===== config.mk =====
export PLATFORM = sky130hd
export DESIGN_NAME = dnn_train_monitor
export DESIGN_NICKNAME = d
export VERILOG_FILES = /design/src/rtl/dnn_train_monitor.sv
export SDC_FILE = /design/constraint.sdc
export NUM_CORES = 1
export LEC_CHECK = 0
export CAP_MARGIN = 25
export CORE_MARGIN = 3
export CORE_UTILIZATION = 45
export DETAILED_ROUTE_END_ITERATION = 6
export GPL_TIMING_DRIVEN = 1
export PLACE_DENSITY = 0.7
export SYNTH_ARGS = -nofsm -noshare
export SYNTH_HDL_FRONTEND = slang
export SYNTH_SLANG_ARGS = --single-unit

===== constraint.sdc =====
create_clock -name clk -period 7.6 [get_ports clk]
set_input_delay 1.52 -clock clk [delete_from_list [all_inputs] [get_ports clk]]
set_output_delay 1.52 -clock clk [all_outputs]
set_load 0.05 [all_outputs]

===== src/rtl/dnn_train_monitor.sv =====
// Per-case scoring of DNN a_out against y_out, with saturating totals and a sliding-window correct count.
// Optional SCORE_ACC_EN adds act_in and a per-case sum of |actL - y| (case_abs_err).
module dnn_train_monitor #(
  parameter int cpc    = 18,
  parameter int OUT_W  = 1,
  parameter int WINDOW = 100,
  parameter int CNT_W  = 32,
  parameter int ACT_W  = 32,
  parameter int FRAC   = 21
) (
  input  logic                           clk,
  input  logic                           reset,
  input  logic                           en,
  input  logic [$clog2(cpc)-1:0]         cycle_index,
  input  logic [OUT_W-1:0]               a_out,
  input  logic [OUT_W-1:0]               y_out,
`ifdef SCORE_ACC_EN
  input  logic [ACT_W-1:0]               act_in,
  output logic [ACT_W+$clog2(cpc)-1:0]   case_abs_err,
`endif
  output logic                           case_done,
  output logic                           case_correct,
  output logic [CNT_W-1:0]               num_cases,
  output logic [CNT_W-1:0]               total_errors,
  output logic [$clog2(WINDOW+1)-1:0]    recent_correct,
  output logic                           window_full
);

  localparam int IDX_W = $clog2(cpc);
  localparam int RC_W  = $clog2(WINDOW+1);
  localparam logic [IDX_W-1:0] LAST_IDX = IDX_W'(cpc - 1);
  localparam logic [RC_W-1:0]  WIN_MAX  = RC_W'(WINDOW);

  logic              mismatch;
  logic              scoring;
  logic              commit;
  logic              verdict;
  logic              oldest;
  logic              err_acc;
  logic [WINDOW-1:0] win_sr;
  logic [RC_W-1:0]   fill;
  logic [RC_W-1:0]   fill_next;
  logic [RC_W-1:0]   rc_next;

  always_comb begin
    mismatch  = |(a_out ^ y_out);
    scoring   = en && (cycle_index >= IDX_W'(2)) && (cycle_index <= LAST_IDX);
    commit    = scoring && (cycle_index == LAST_IDX);
    verdict   = ~(err_acc | mismatch);
    // The verdict leaving the window only counts once the window has filled.
    oldest    = (fill == WIN_MAX) ? win_sr[WINDOW-1] : 1'b0;
    rc_next   = recent_correct + RC_W'(verdict) - RC_W'(oldest);
    fill_next = (fill == WIN_MAX) ? fill : fill + RC_W'(1);
  end

  always_ff @(posedge clk or posedge reset) begin
    if (reset) begin
      err_acc <= 1'b0;
    end else if (commit || cycle_index == '0) begin
      err_acc <= 1'b0;
    end else if (scoring) begin
      err_acc <= err_acc | mismatch;
    end
  end

  always_ff @(posedge clk or posedge reset) begin
    if (reset) begin
      case_done      <= 1'b0;
      case_correct   <= 1'b0;
      num_cases      <= '0;
      total_errors   <= '0;
      recent_correct <= '0;
      window_full    <= 1'b0;
      win_sr         <= '0;
      fill           <= '0;
    end else begin
      case_done <= commit;
      if (commit) begin
        case_correct <= verdict;
        // total_errors never exceeds num_cases, so gating on num_cases saturates both.
        if (num_cases != '1) begin
          num_cases <= num_cases + CNT_W'(1);
          if (!verdict) total_errors <= total_errors + CNT_W'(1);
        end
        win_sr         <= (win_sr << 1) | WINDOW'(verdict);
        recent_correct <= rc_next;
        fill           <= fill_next;
        window_full    <= (fill_next == WIN_MAX);
      end
    end
  end

`ifdef SCORE_ACC_EN
  localparam int ACC_W = ACT_W + IDX_W;

  logic [ACT_W-1:0] y_fx;
  logic [ACT_W-1:0] abs_diff;
  logic [ACC_W-1:0] abs_acc;

  always_comb begin
    y_fx     = ACT_W'(y_out[0]) << FRAC;
    abs_diff = (act_in >= y_fx) ? (act_in - y_fx) : (y_fx - act_in);
  end

  always_ff @(posedge clk or posedge reset) begin
    if (reset) begin
      abs_acc      <= '0;
      case_abs_err <= '0;
    end else if (commit) begin
      case_abs_err <= abs_acc + ACC_W'(abs_diff);
      abs_acc      <= '0;
    end else if (cycle_index == '0) begin
      abs_acc <= '0;
    end else if (scoring) begin
      abs_acc <= abs_acc + ACC_W'(abs_diff);
    end
  end
`endif

endmodule

# == Word-level counts from Yosys, hierarchy flattened ==
# Cells that the tools add are included.
# totals
regBits,182
elab_cells,36
# classes
n_addsub,5
n_lt_le_gt_ge,2
eq_ne,4
mux,4
n_bitwise,4
reduce_logical,8
# ops
op,n
bitwise OR 100 x 1 -> 100 bit,1
"adder 32 x 1 -> 32 bit, second input constant",2
"inequality test 32 bit, second input constant",1
"equality test 7 bit, second input constant",2
adder 7 x 1 -> 7 bit,1
"adder 7 x 1 -> 7 bit, second input constant",1
2-to-1 mux 7 bit,1
subtractor 7 x 1 -> 7 bit,1
"equality test 5 bit, second input constant",1
">= comparator 5 x 2 -> 1 bit, second input constant",1
"less-or-equal comparator 5 bit, second input constant",1
logical NOT 5 bit,1
logical AND 1 bit,3
2-to-1 mux 1 bit,3
AND reduction 3 bit,1
AND reduction 2 bit,1
nonzero test 2 bit,1
logical OR 1 bit,1
NOT 1 bit,1
bitwise OR 1 bit,1
bitwise XOR 1 bit,1

# == Longest topological paths before layout ==
# Gate-level depths: netlist (run 1).
# depth
word_depth,6
mapped_depth,15

# == Worst setup path after synthesis (run 1) ==
# No wires, ideal clock.
# synth_path
path_kind,input to register
startpoint,input port y_out
endpoint,register recent_correct[6]
t_arrival_ns,3.747
required_ns,7.471
slack_ns,3.724
stages,12
path_cell_list,xor2_1 -> or2_2 -> ha_1 -> inv_1 -> ha_1 -> inv_1 -> fa_1 -> nor2b_1 -> o31a_1 -> or4b_2 -> nand3_1 -> nand3_1
# synth_between
elab_chain_cells,5
# synth_rtl
item,line_no,source
"start, declared",16,"input logic [OUT_W-1:0] y_out,"
bitwise XOR 1 bit,46,mismatch = |(a_out ^ y_out);
bitwise OR 1 bit,49,verdict = ~(err_acc | mismatch);
NOT 1 bit,49,
adder 7 x 1 -> 7 bit,52,rc_next = recent_correct + RC_W'(verdict) - RC_W'(oldest);
subtractor 7 x 1 -> 7 bit,52,
"end signal, assigned",86,recent_correct <= rc_next;
"end, declared",25,"output logic [$clog2(WINDOW+1)-1:0] recent_correct,"
# No other way between the ends.
# A chain may end at the register's enable or synchronous reset.

# == Final worst setup path (run 1) ==
# Ends and elaborated chain as after synthesis.

==> results.py, run 1 <==
metrics = {
    "logic_synthesis": {
        "syn_avg_cell_area_um2": 9.55,
        "synth_most_common_cell": "nand2_1",
        "ys_ff_latch": 181,
        "synth_ff_type": "dfrtp_1",
        "synth_cell_types": 53,
        "synthCells": 838,
        "synth-edff-count": 0,
        "postSynth.asyncResetShare_pct": 100,
        "synth_top_cell_by_area": "dfrtp_1",
        "netlist_area_um2": 8000,
        "synth_area_leaders": "dfrtp_1 (57%), nand2_1 (16%), xnor2_1 (5.3%)",
        "syn_nets": 860,
        "synthTopCellsByCount": "nand2_1 (332), dfrtp_1 (181), xnor2_1 (48)",
        "synth_top_area_share_pct": 56.6,
        "seq_area_frac_synth_pct": 56.6,
        "ys_warn_count": 0,
    },
    "detailed_routing": {
        "wl_mm": 15.8,
        "drtIter0Drc": 345,
        "antenna_left": 0,
        "via_per_inst": 5.09,
        "wl_per_cell_um": 13.8,
        "drc_errors": 0,
        "vias": 5840,
        "dr.pass1.iters": 4,
    },
    "setup_path": {
        "critPathRequiredTime_ns": 7.90,
        "r2r_slack_ns": 4.27,
        "path_buf_inv": 3,
        "slowest_delay_ns": 0.61,
        "critPathTopFamily": "simple AND/OR/NAND/NOR gates",
        "end_kind": "register",
        "path_class": "in2reg",
        "path_cells": "clkdlybuf4s50_1 -> xor2_1 -> or2_2 -> ha_1 -> inv_1 -> ha_1 -> inv_1 -> fa_1 -> nor2b_1 -> o31a_1 -> or4b_2 -> nand3_1 -> nand3_1",
        "cpMaxStageDelayCell": "or4b_2",
        "worstPathArrival_ns": 4.31,
        "critPathMaxFanout": 4,
        "critPathLaunchType": "primary input",
    },
    "floorplan": {
        "rows": 48,
        "die_h_um": 139,
        "fp.dieW_um": 139,
        "ios": 84,
        "die_area_um2": 19400,
        "initial_core_util_pct": 46.1,
        "core_um2": 17400,
    },
    "clock_tree": {
        "clk_path_buf_depth": 2,
        "cts_buffers": 17,
        "clk_latency_ns": 0.43,
        "cts_tree": "done",
        "postCtsHoldBufs": 0,
        "cts_resized": 0,
        "cts.sinks": 181,
        "cts-root-buf": "clkbuf_16",
        "clk_pin_slew_worst_paths_ns": 0.07,
        "cts_setup_buffers": 0,
        "htreeDepth": 4,
    },
    "power_and_ir_drop": {
        "powerDensity_nw_per_um2": 230,
        "intPower_uw": 1610,
        "seqPwrFrac_pct": 46.4,
        "clockPowerShare_pct": 39.2,
        "comb_power_share_pct": 14.3,
        "swShare_pct": 27.9,
        "p_leak_uw": 0.00480,
        "p_sw_uw": 621,
        "peakVddDrop_v": 0.000231,
    },
    "timing": {
        "worst_slew_pin_slew_ns": 0.865,
        "holdWs_ns": 0.463,
        "slew_viol_final": 0,
        "setup_violations": 0,
        "max_freq_mhz": 249,
        "min_period_ns": 4.01,
        "slew_headroom_pct": 42.3,
        "rsz0062_at_grt": "no",
        "hold_violations": 0,
        "fin_worst_skew_ns": 0.00851,
        "layout_worst_path_cycle_share_pct": 52.7,
        "fin_tns_setup_ns": 0,
    },
    "global_route": {
        "grt_pass1_vias": 5432,
        "track_usage_pct": 16.9,
        "antenna_found_initial": 0,
        "grt_first_pass_wirelength_mm": 27.1,
        "overflow": 0,
        "grt_max_degree": 114,
    },
    "layout": {
        "antennaDiodeCount": 0,
        "utilization_pct": 55.7,
        "fill_cells": 1502,
        "seq_area_um2": 4530,
        "fin_nets": 933,
        "syn2layout_area_growth_pct": 20.8,
        "drive_gt1_share_pct": 6.39,
        "multi_input_area_um2": 3280,
    },
    "run": {
        "maxCapViolations": 0,
    },
    "place": {
        "dp_hpwl_mm": 10.1,
        "place.port_buffers": 83,
        "place_congestion": 0.803,
    },
    "outcome": {
        "status": "finished, final reports clean",
    },
    "hold_path": {
        "min_path_type": "reg2reg",
    },
}
-- cell type report --
| cell class | instances | share of cell area, % |
|---|---|---|
| repair buffers | 88 | 9.40 |
| clock buffers | 18 | 4.55 |
| flip-flops and latches | 181 | 46.9 |
| multi-input cells | 606 | 34.0 |
| well taps | 225 | 2.91 |
| clock inverters | 13 | 1.55 |
| inverters | 17 | 0.725 |
-- sequential cells by signal, summed over array words and instances (netlist names) --
| name | cells |
|---|---|
| window_full | 1 |
| win_sr | 100 |
| recent_correct | 7 |
| err_acc | 1 |
| num_cases | 32 |
| total_errors | 32 |
| case_done | 1 |
| fill | 7 |
-- cell families after synthesis --
logic type	count (synthesis)	share of synthesized area, %
and+or+nand+nor	482	27.4
DFF	181	56.6
xor gates and xnor gates	71	7.77
buffers and inverters	51	2.44
AOI/OAI and AO/OA	39	3.58
adders and majority gates	12	1.97
muxes	2	0.266
-- power groups by stage --
stage	Clock, uW	Sequential [uW]	Combinational, uW
finish	873	1030	319
global placement	0	1050	315
global route	941	1040	351
CTS	897	1030	320
detailed placement	0	1050	319
floorplan	0	1110	160
-- per-layer routing --
metal | track usage [%] | wire [um] | vias to the layer above
li1 | - | - | 2895
met1 | 24.2 | 7680 | 2841
met2 | 25.3 | 7360 | 85
met3 | 4.57 | 604 | 19
met4 | 5.36 | 199 | 0
met5 | 0 | 0 | -
-- worst paths after layout --
check | endpoint | from | depth (start not counted)
min in group asynchronous | num_cases[12] | reset | 2
worst min-delay path | win_sr[41] | win_sr[40] | 2
worst min register to register | win_sr[41] | win_sr[40] | 2
worst max-delay path | recent_correct[6] | y_out | 13
max in group asynchronous | win_sr[89] | reset | 4
worst max register to register | recent_correct[6] | fill[0] | 15
-- stage by stage --
| step | power (uW) | setup WS, ns | std cells | instance area (um2) |
|---|---|---|---|---|
| floorplan | 1270 | 1.16 | 838 | 8000 |
| global placement | 1370 | 3.18 | 1115 | 9020 |
| detailed placement | 1370 | 3.14 | 1115 | 9020 |
| CTS | 2250 | 3.61 | 1146 | 9610 |
| global route | 2330 | 3.45 | 1148 | 9660 |
| finish | 2230 | 3.59 | 1148 | 9660 |
-- worst reg2reg max path, cell delays in order (launching register included) --
cell	delay, ns
dfrtp_1	0.40
inv_1	0.13
ha_1	0.16
nand4b_1	0.09
nor3b_1	0.46
and2_1	0.22
ha_1	0.13
inv_1	0.04
ha_1	0.18
inv_1	0.07
fa_1	0.19
nor2b_1	0.06
o31a_1	0.27
or4b_2	0.61
nand3_1	0.10
nand3_1	0.08
-- cell usage in the layout (no fill, tap or decap), types with 3 or more instances in the layout --
master | netlist | routed
clkdlybuf4s50_1 | 0 | 83
nor4_1 | 3 | 3
nand3_1 | 36 | 36
clkbuf_16 | 0 | 17
ha_1 | 11 | 11
or3_1 | 5 | 5
nand4_1 | 25 | 25
inv_6 | 0 | 3
and3_1 | 17 | 17
xnor2_1 | 48 | 48
nor2_1 | 12 | 12
clkinvlp_4 | 0 | 4
o21ai_0 | 11 | 11
clkinv_4 | 0 | 3
and4_1 | 5 | 5
nor3_2 | 3 | 3
nand2_1 | 332 | 331
nor3_1 | 19 | 19
inv_1 | 16 | 15
dfrtp_1 | 181 | 181
xor2_1 | 23 | 23
buf_4 | 0 | 3
a21oi_1 | 7 | 7
a31oi_1 | 4 | 4
and2_1 | 5 | 5
(Power assumes the default switching activity.)
==> run 2: changes to the inputs <==
- PLACE_DENSITY: 0.7 -> 0.72
- clock period: 7.6 -> 3.3 ns (I/O delays scaled with it)
==> run 2 against run 1 <==
Clock skew up 0.0057 ns. Count of clock-buffer cells in the layout rose by 1. Global-route usage shrank 0.38 points. First-iteration DRC count increased by 23%. Largest cell class unchanged. Sequential share of layout area down 0.15 points. Critical path type unchanged. Cell count increased by 0.70%. Wire length down 0.72%. Clock power grew 130%. Sequential power up 130%. Combinational power grew 130%.
==> results.py, run 2 (synthesis gave the netlist of run 1 again) <==
metrics = {
    "power_and_ir_drop": {
        "powerDensity_nw_per_um2": 531,
        "power.total_uw": 5150,
        "p_leak_uw": 0.00483,
        "peakVddDrop_v": 0.000511,
    },
    "clock_tree": {
        "htreeDepth": 4,
        "cts-root-buf": "clkbuf_16",
        "cts_buffers": 17,
        "clk_pin_slew_worst_paths_ns": 0.07,
        "cts.sinks": 181,
        "clk_path_buf_depth": 2,
        "cts_setup_buffers": 0,
        "cts_tree": "done",
        "clk_latency_ns": 0.42,
    },
    "detailed_routing": {
        "antenna_left": 0,
        "via_per_inst": 5.05,
        "vias": 5834,
        "wl_mm": 15.7,
        "drc_errors": 0,
        "dr.pass1.iters": 4,
        "wl_per_cell_um": 13.6,
        "drtIter0Drc": 423,
    },
    "hold_path": {
        "min_path_type": "reg2reg",
        "min_from": "win_sr[44]",
    },
    "global_route": {
        "grt_first_pass_wirelength_mm": 26.8,
        "grt_max_degree": 147,
        "overflow": 0,
        "grt_pass1_vias": 5474,
        "track_usage_pct": 16.5,
        "antenna_found_initial": 0,
    },
    "setup_path": {
        "worstPathArrival_ns": 3.36,
        "critPathLaunchType": "primary input",
        "critPathMaxFanout": 2,
        "end_kind": "register",
        "path_class": "in2reg",
        "critPathRequiredTime_ns": 3.60,
        "setup.worst_path.start": "y_out",
        "r2r-start": "fill[0]",
    },
    "timing": {
        "layout_worst_path_cycle_share_pct": 92.6,
        "holdWs_ns": 0.464,
        "min_period_ns": 3.06,
        "worst_slew_pin_slew_ns": 0.758,
        "rsz0062_at_grt": "no",
        "max_freq_mhz": 327,
        "fin_worst_skew_ns": 0.0142,
        "setup_violations": 0,
        "slew_headroom_pct": 49.5,
        "setup_ws_ns": 0.244,
        "hold_violations": 0,
        "slew_viol_final": 0,
    },
    "floorplan": {
        "die_h_um": 139,
        "fp.dieW_um": 139,
        "rows": 48,
        "die_area_um2": 19400,
        "ios": 84,
        "initial_core_util_pct": 46.1,
        "core_um2": 17400,
    },
    "outcome": {
        "status": "finished, final reports clean",
    },
    "layout": {
        "largest_register": "win_sr",
        "antennaDiodeCount": 0,
        "syn2layout_area_growth_pct": 21.1,
        "fill_cells": 1504,
        "final_common_cell": "nand2_1",
        "layout_common_cells": "nand2_1 (331), dfrtp_1 (181), clkdlybuf4s50_1 (83)",
        "fin_nets": 940,
        "top_regs": "win_sr x100, num_cases x32, total_errors x32",
        "largest_reg_flops": 100,
        "drive_gt1_share_pct": 7.09,
    },
    "place": {
        "dp_hpwl_mm": 10.3,
        "place_congestion": 0.844,
        "place.port_buffers": 83,
        "place_ws_ns": -0.193,
    },
    "run": {
        "maxCapViolations": 0,
    },
}
run 2: changes by cell type in the layout (fill, tap and decap cells not counted), sizes merged:
cell / delta
inv: -3
bufinv: +1
buf: +7
clkbuf: +1
clkinv: +2
run 2: repair_timing:
action	in CTS	in global routing
gates resized for setup	0	1
hold buffers	0	0
endpoints found under the setup margin	0	1
run 2: cell type report:
class	instances	area (um2)	area share [%]
sequential	181	4530	46.7
multi-input combinational	606	3290	33.9
timing repair buffer	95	933	9.63
clock buffer	19	433	4.47
tap	225	282	2.90
clock inverter	13	158	1.63
inverter	17	68.8	0.710
run 2: layer usage:
metal	wire length, um	vias to the layer above	track usage, %
met2	7560	81	25.8
met3	516	13	4.40
met1	7480	2829	23.0
met4	177	0	4.43
met5	0	-	0
li1	-	2911	-
run 2: per-stage QoR:
stage | cell area (um2) | util (%) | std cells | setup TNS [ns]
after global placement | 9100 | 52.4 | 1124 | -0.180
after global routing | 9690 | 55.8 | 1156 | 0
after CTS | 9690 | 55.8 | 1156 | 0
after floorplan | 8000 | - | 838 | 0
after detailed placement | 9100 | 52.4 | 1124 | -0.193
final | 9690 | 55.8 | 1156 | 0
run 2: worst max-delay path: stages:
cell and delay [ns]:
clkdlybuf4s50_1 0.41, xor2_1 0.19, or2_2 0.29, ha_1 0.27, inv_1 0.04, ha_1 0.18, inv_1 0.07, fa_1 0.17
nor2b_1 0.06, o31a_1 0.24, or4b_2 0.61, nand3_1 0.10, nand3_1 0.07
run 2: final timing paths:
path,endpoint,slack (ns),cells past startpoint
min in group asynchronous,num_cases[5],0.74,3
max in group asynchronous,fill[2],1.93,3
worst min-delay path,win_sr[45],0.46,2
worst min register to register,win_sr[45],0.46,2
worst max-delay path,recent_correct[6],0.24,13
worst max register to register,recent_correct[6],0.32,15
run 2: report_power, final:
group / internal [uW] / switching (uW) / total [uW]
clock network: 1190 / 834 / 2020
logic: 282 / 464 / 746
registers: 2290 / 91.0 / 2380
total: 3760 / 1390 / 5150
==> run 3: changes to the inputs <==
- CTS_BUF_LIST: default -> sky130_fd_sc_hd__clkbuf_2 sky130_fd_sc_hd__clkbuf_4 sky130_fd_sc_hd__clkbuf_8
- PLACE_DENSITY: 0.72 -> 0.66
==> run 3 against run 2 <==
Sequential share of layout area rose by 0.25 points. Die area stayed put. Clock power fell by 23%. Core utilization fell by 0.30 points. Count of clock-buffer cells in the layout grew 5. Non-clock buffer count up 5. Maximum frequency up 2.2%. Largest cell class unchanged. Wire length rose by 1.3%. Cell count grew 0.43%. Highest routed layer unchanged.
==> results.py, run 3 (synthesis gave the netlist of run 1 again) <==
metrics = {
    "outcome": {
        "status": "finished, final reports clean",
    },
    "layout": {
        "antennaDiodeCount": 0,
        "final_common_cell": "nand2_1",
        "drive_gt1_share_pct": 8.12,
        "fin_nets": 945,
        "largest_reg_flops": 100,
        "fill_cells": 1573,
        "top_regs": "win_sr x100, num_cases x32, total_errors x32",
        "largest_register": "win_sr",
        "syn2layout_area_growth_pct": 20.5,
        "utilization_pct": 55.5,
        "layout_common_cells": "nand2_1 (331), dfrtp_1 (181), clkdlybuf4s50_1 (83)",
    },
    "detailed_routing": {
        "drc_errors": 0,
        "antenna_left": 0,
        "via_per_inst": 5.05,
        "wl_mm": 15.9,
        "dr.pass1.iters": 4,
        "drtIter0Drc": 407,
        "vias": 5859,
        "wl_per_cell_um": 13.7,
    },
    "power_and_ir_drop": {
        "clockPowerShare_pct": 33.0,
        "comb_power_share_pct": 16.5,
        "swShare_pct": 28.2,
        "powerDensity_nw_per_um2": 488,
        "p_sw_uw": 1330,
        "peakVddDrop_v": 0.000342,
        "p_leak_uw": 0.00482,
        "intPower_uw": 3370,
        "seqPwrFrac_pct": 50.6,
    },
    "clock_tree": {
        "htreeDepth": 4,
        "clk_path_buf_depth": 2,
        "cts_buffers": 17,
        "cts-root-buf": "clkbuf_8",
        "cts_tree": "done",
        "clk_pin_slew_worst_paths_ns": 0.08,
        "postCtsHoldBufs": 0,
        "clk_latency_ns": 0.46,
        "cts.sinks": 181,
    },
    "setup_path": {
        "worstPathArrival_ns": 3.38,
        "path_class": "reg2reg",
        "setup.worst_path.start": "fill[0]",
        "r2r-start": "fill[0]",
        "critPathMaxFanout": 5,
        "critPathLaunchType": "register",
        "end_kind": "register",
        "critPathRequiredTime_ns": 3.69,
    },
    "timing": {
        "worst_slew_pin_slew_ns": 0.679,
        "max_freq_mhz": 334,
        "fin_tns_setup_ns": 0,
        "setup_violations": 0,
        "slew_viol_final": 0,
        "slew_headroom_pct": 54.5,
        "hold_violations": 0,
        "setup_ws_ns": 0.309,
        "fin_worst_skew_ns": 0.00845,
        "rsz0062_at_grt": "no",
        "min_period_ns": 2.99,
        "layout_worst_path_cycle_share_pct": 90.6,
    },
    "global_route": {
        "busiest_layer": "met2",
        "gr-usage-met3_pct": 4.19,
        "grt_pass1_vias": 5514,
        "antenna_found_initial": 0,
        "grt_max_degree": 107,
        "overflow": 0,
        "track_usage_pct": 17.2,
        "grt_use_met1_pct": 24.9,
        "grt_first_pass_wirelength_mm": 27.5,
        "use_met2_pct": 25.8,
    },
    "floorplan": {
        "die_area_um2": 19400,
        "rows": 48,
        "core_um2": 17400,
        "initial_core_util_pct": 46.1,
        "fp.dieW_um": 139,
        "ios": 84,
        "die_h_um": 139,
    },
    "place": {
        "place.port_buffers": 83,
        "place_ws_ns": -0.224,
        "place_congestion": 0.774,
        "dp_hpwl_mm": 10.6,
    },
    "run": {
        "maxCapViolations": 0,
    },
    "hold_path": {
        "min_path_type": "reg2reg",
        "min_from": "win_sr[72]",
    },
}
==> run 3: cell types whose count changed in the layout (fill, tap and decap cells not counted), sizes merged <==
cell / previous run / this run
clkinvlp: 4 / 2
bufinv: 3 / 2
buf: 12 / 17
clkinv: 7 / 6
inv: 16 / 15
clkbuf: 19 / 24
==> run 3: what timing repair did <==
| action | 4_1_cts | 5_1_grt |
|---|---|---|
| setup buffers | 0 | 1 |
| endpoints found under the setup margin | 0 | 1 |
| gates resized for setup | 0 | 5 |
==> run 3: layout make-up <==
class | instances | area (um2) | area share (%)
clock inverters | 8 | 96.3 | 0.999
well taps | 225 | 282 | 2.92
multi-input cells | 606 | 3300 | 34.2
clock buffers | 24 | 318 | 3.30
repair buffers | 100 | 1050 | 10.9
flip-flops and latches | 181 | 4530 | 47.0
inverters | 17 | 68.8 | 0.714
==> run 3: worst paths after layout <==
kind                       slack [ns]                end  depth (start not counted)
hold / removal                   0.47         win_sr[73]                          2
hold reg to reg                  0.47         win_sr[73]                          2
max in group asynchronous        2.12         win_sr[22]                          3
min in group asynchronous        0.62         win_sr[50]                          2
setup / recovery                 0.31  recent_correct[6]                         17
setup reg to reg                 0.31  recent_correct[6]                         17
==> run 3: power by group through the flow <==
stage | clock, uW | combinational, uW | sequential (uW)
3_3_place_gp | 0 | 762 | 2420
2_1_floorplan | 0 | 369 | 2560
5_1_grt | 1700 | 852 | 2390
4_1_cts | 1610 | 772 | 2380
6_report | 1550 | 775 | 2380
3_5_place_dp | 0 | 770 | 2420
==> run 3: metal layers <==
layer  vias to the layer above  part of all wire [%]
met2                        90                    46
met1                      2830                    49
met3                        15                   4.1
met5                         -                     0
li1                       2924                     -
met4                         0                   1.2
==> run 3: through the flow <==
step,hold WS (ns),instance area (um2),power [uW],std cells
floorplan,0.437,8000,2930,838
global placement,0.446,9200,3180,1128
detailed placement,0.448,9200,3190,1128
CTS,0.469,9620,4760,1160
global route,0.483,9640,4950,1161
finish,0.467,9640,4700,1161
==> run 3: worst max-delay path, stage by stage, from the launching register on <==
cell and delay (ns):
dfrtp_1 0.39, inv_2 0.07, ha_1 0.20, nand4b_1 0.11
nor3b_2 0.05, buf_4 0.16, and2_1 0.16, ha_1 0.27
inv_1 0.04, ha_1 0.18, inv_1 0.07, fa_2 0.19
nor2b_1 0.05, o31a_1 0.25, buf_4 0.15, o21a_1 0.17
or3_1 0.34, nand3_1 0.08
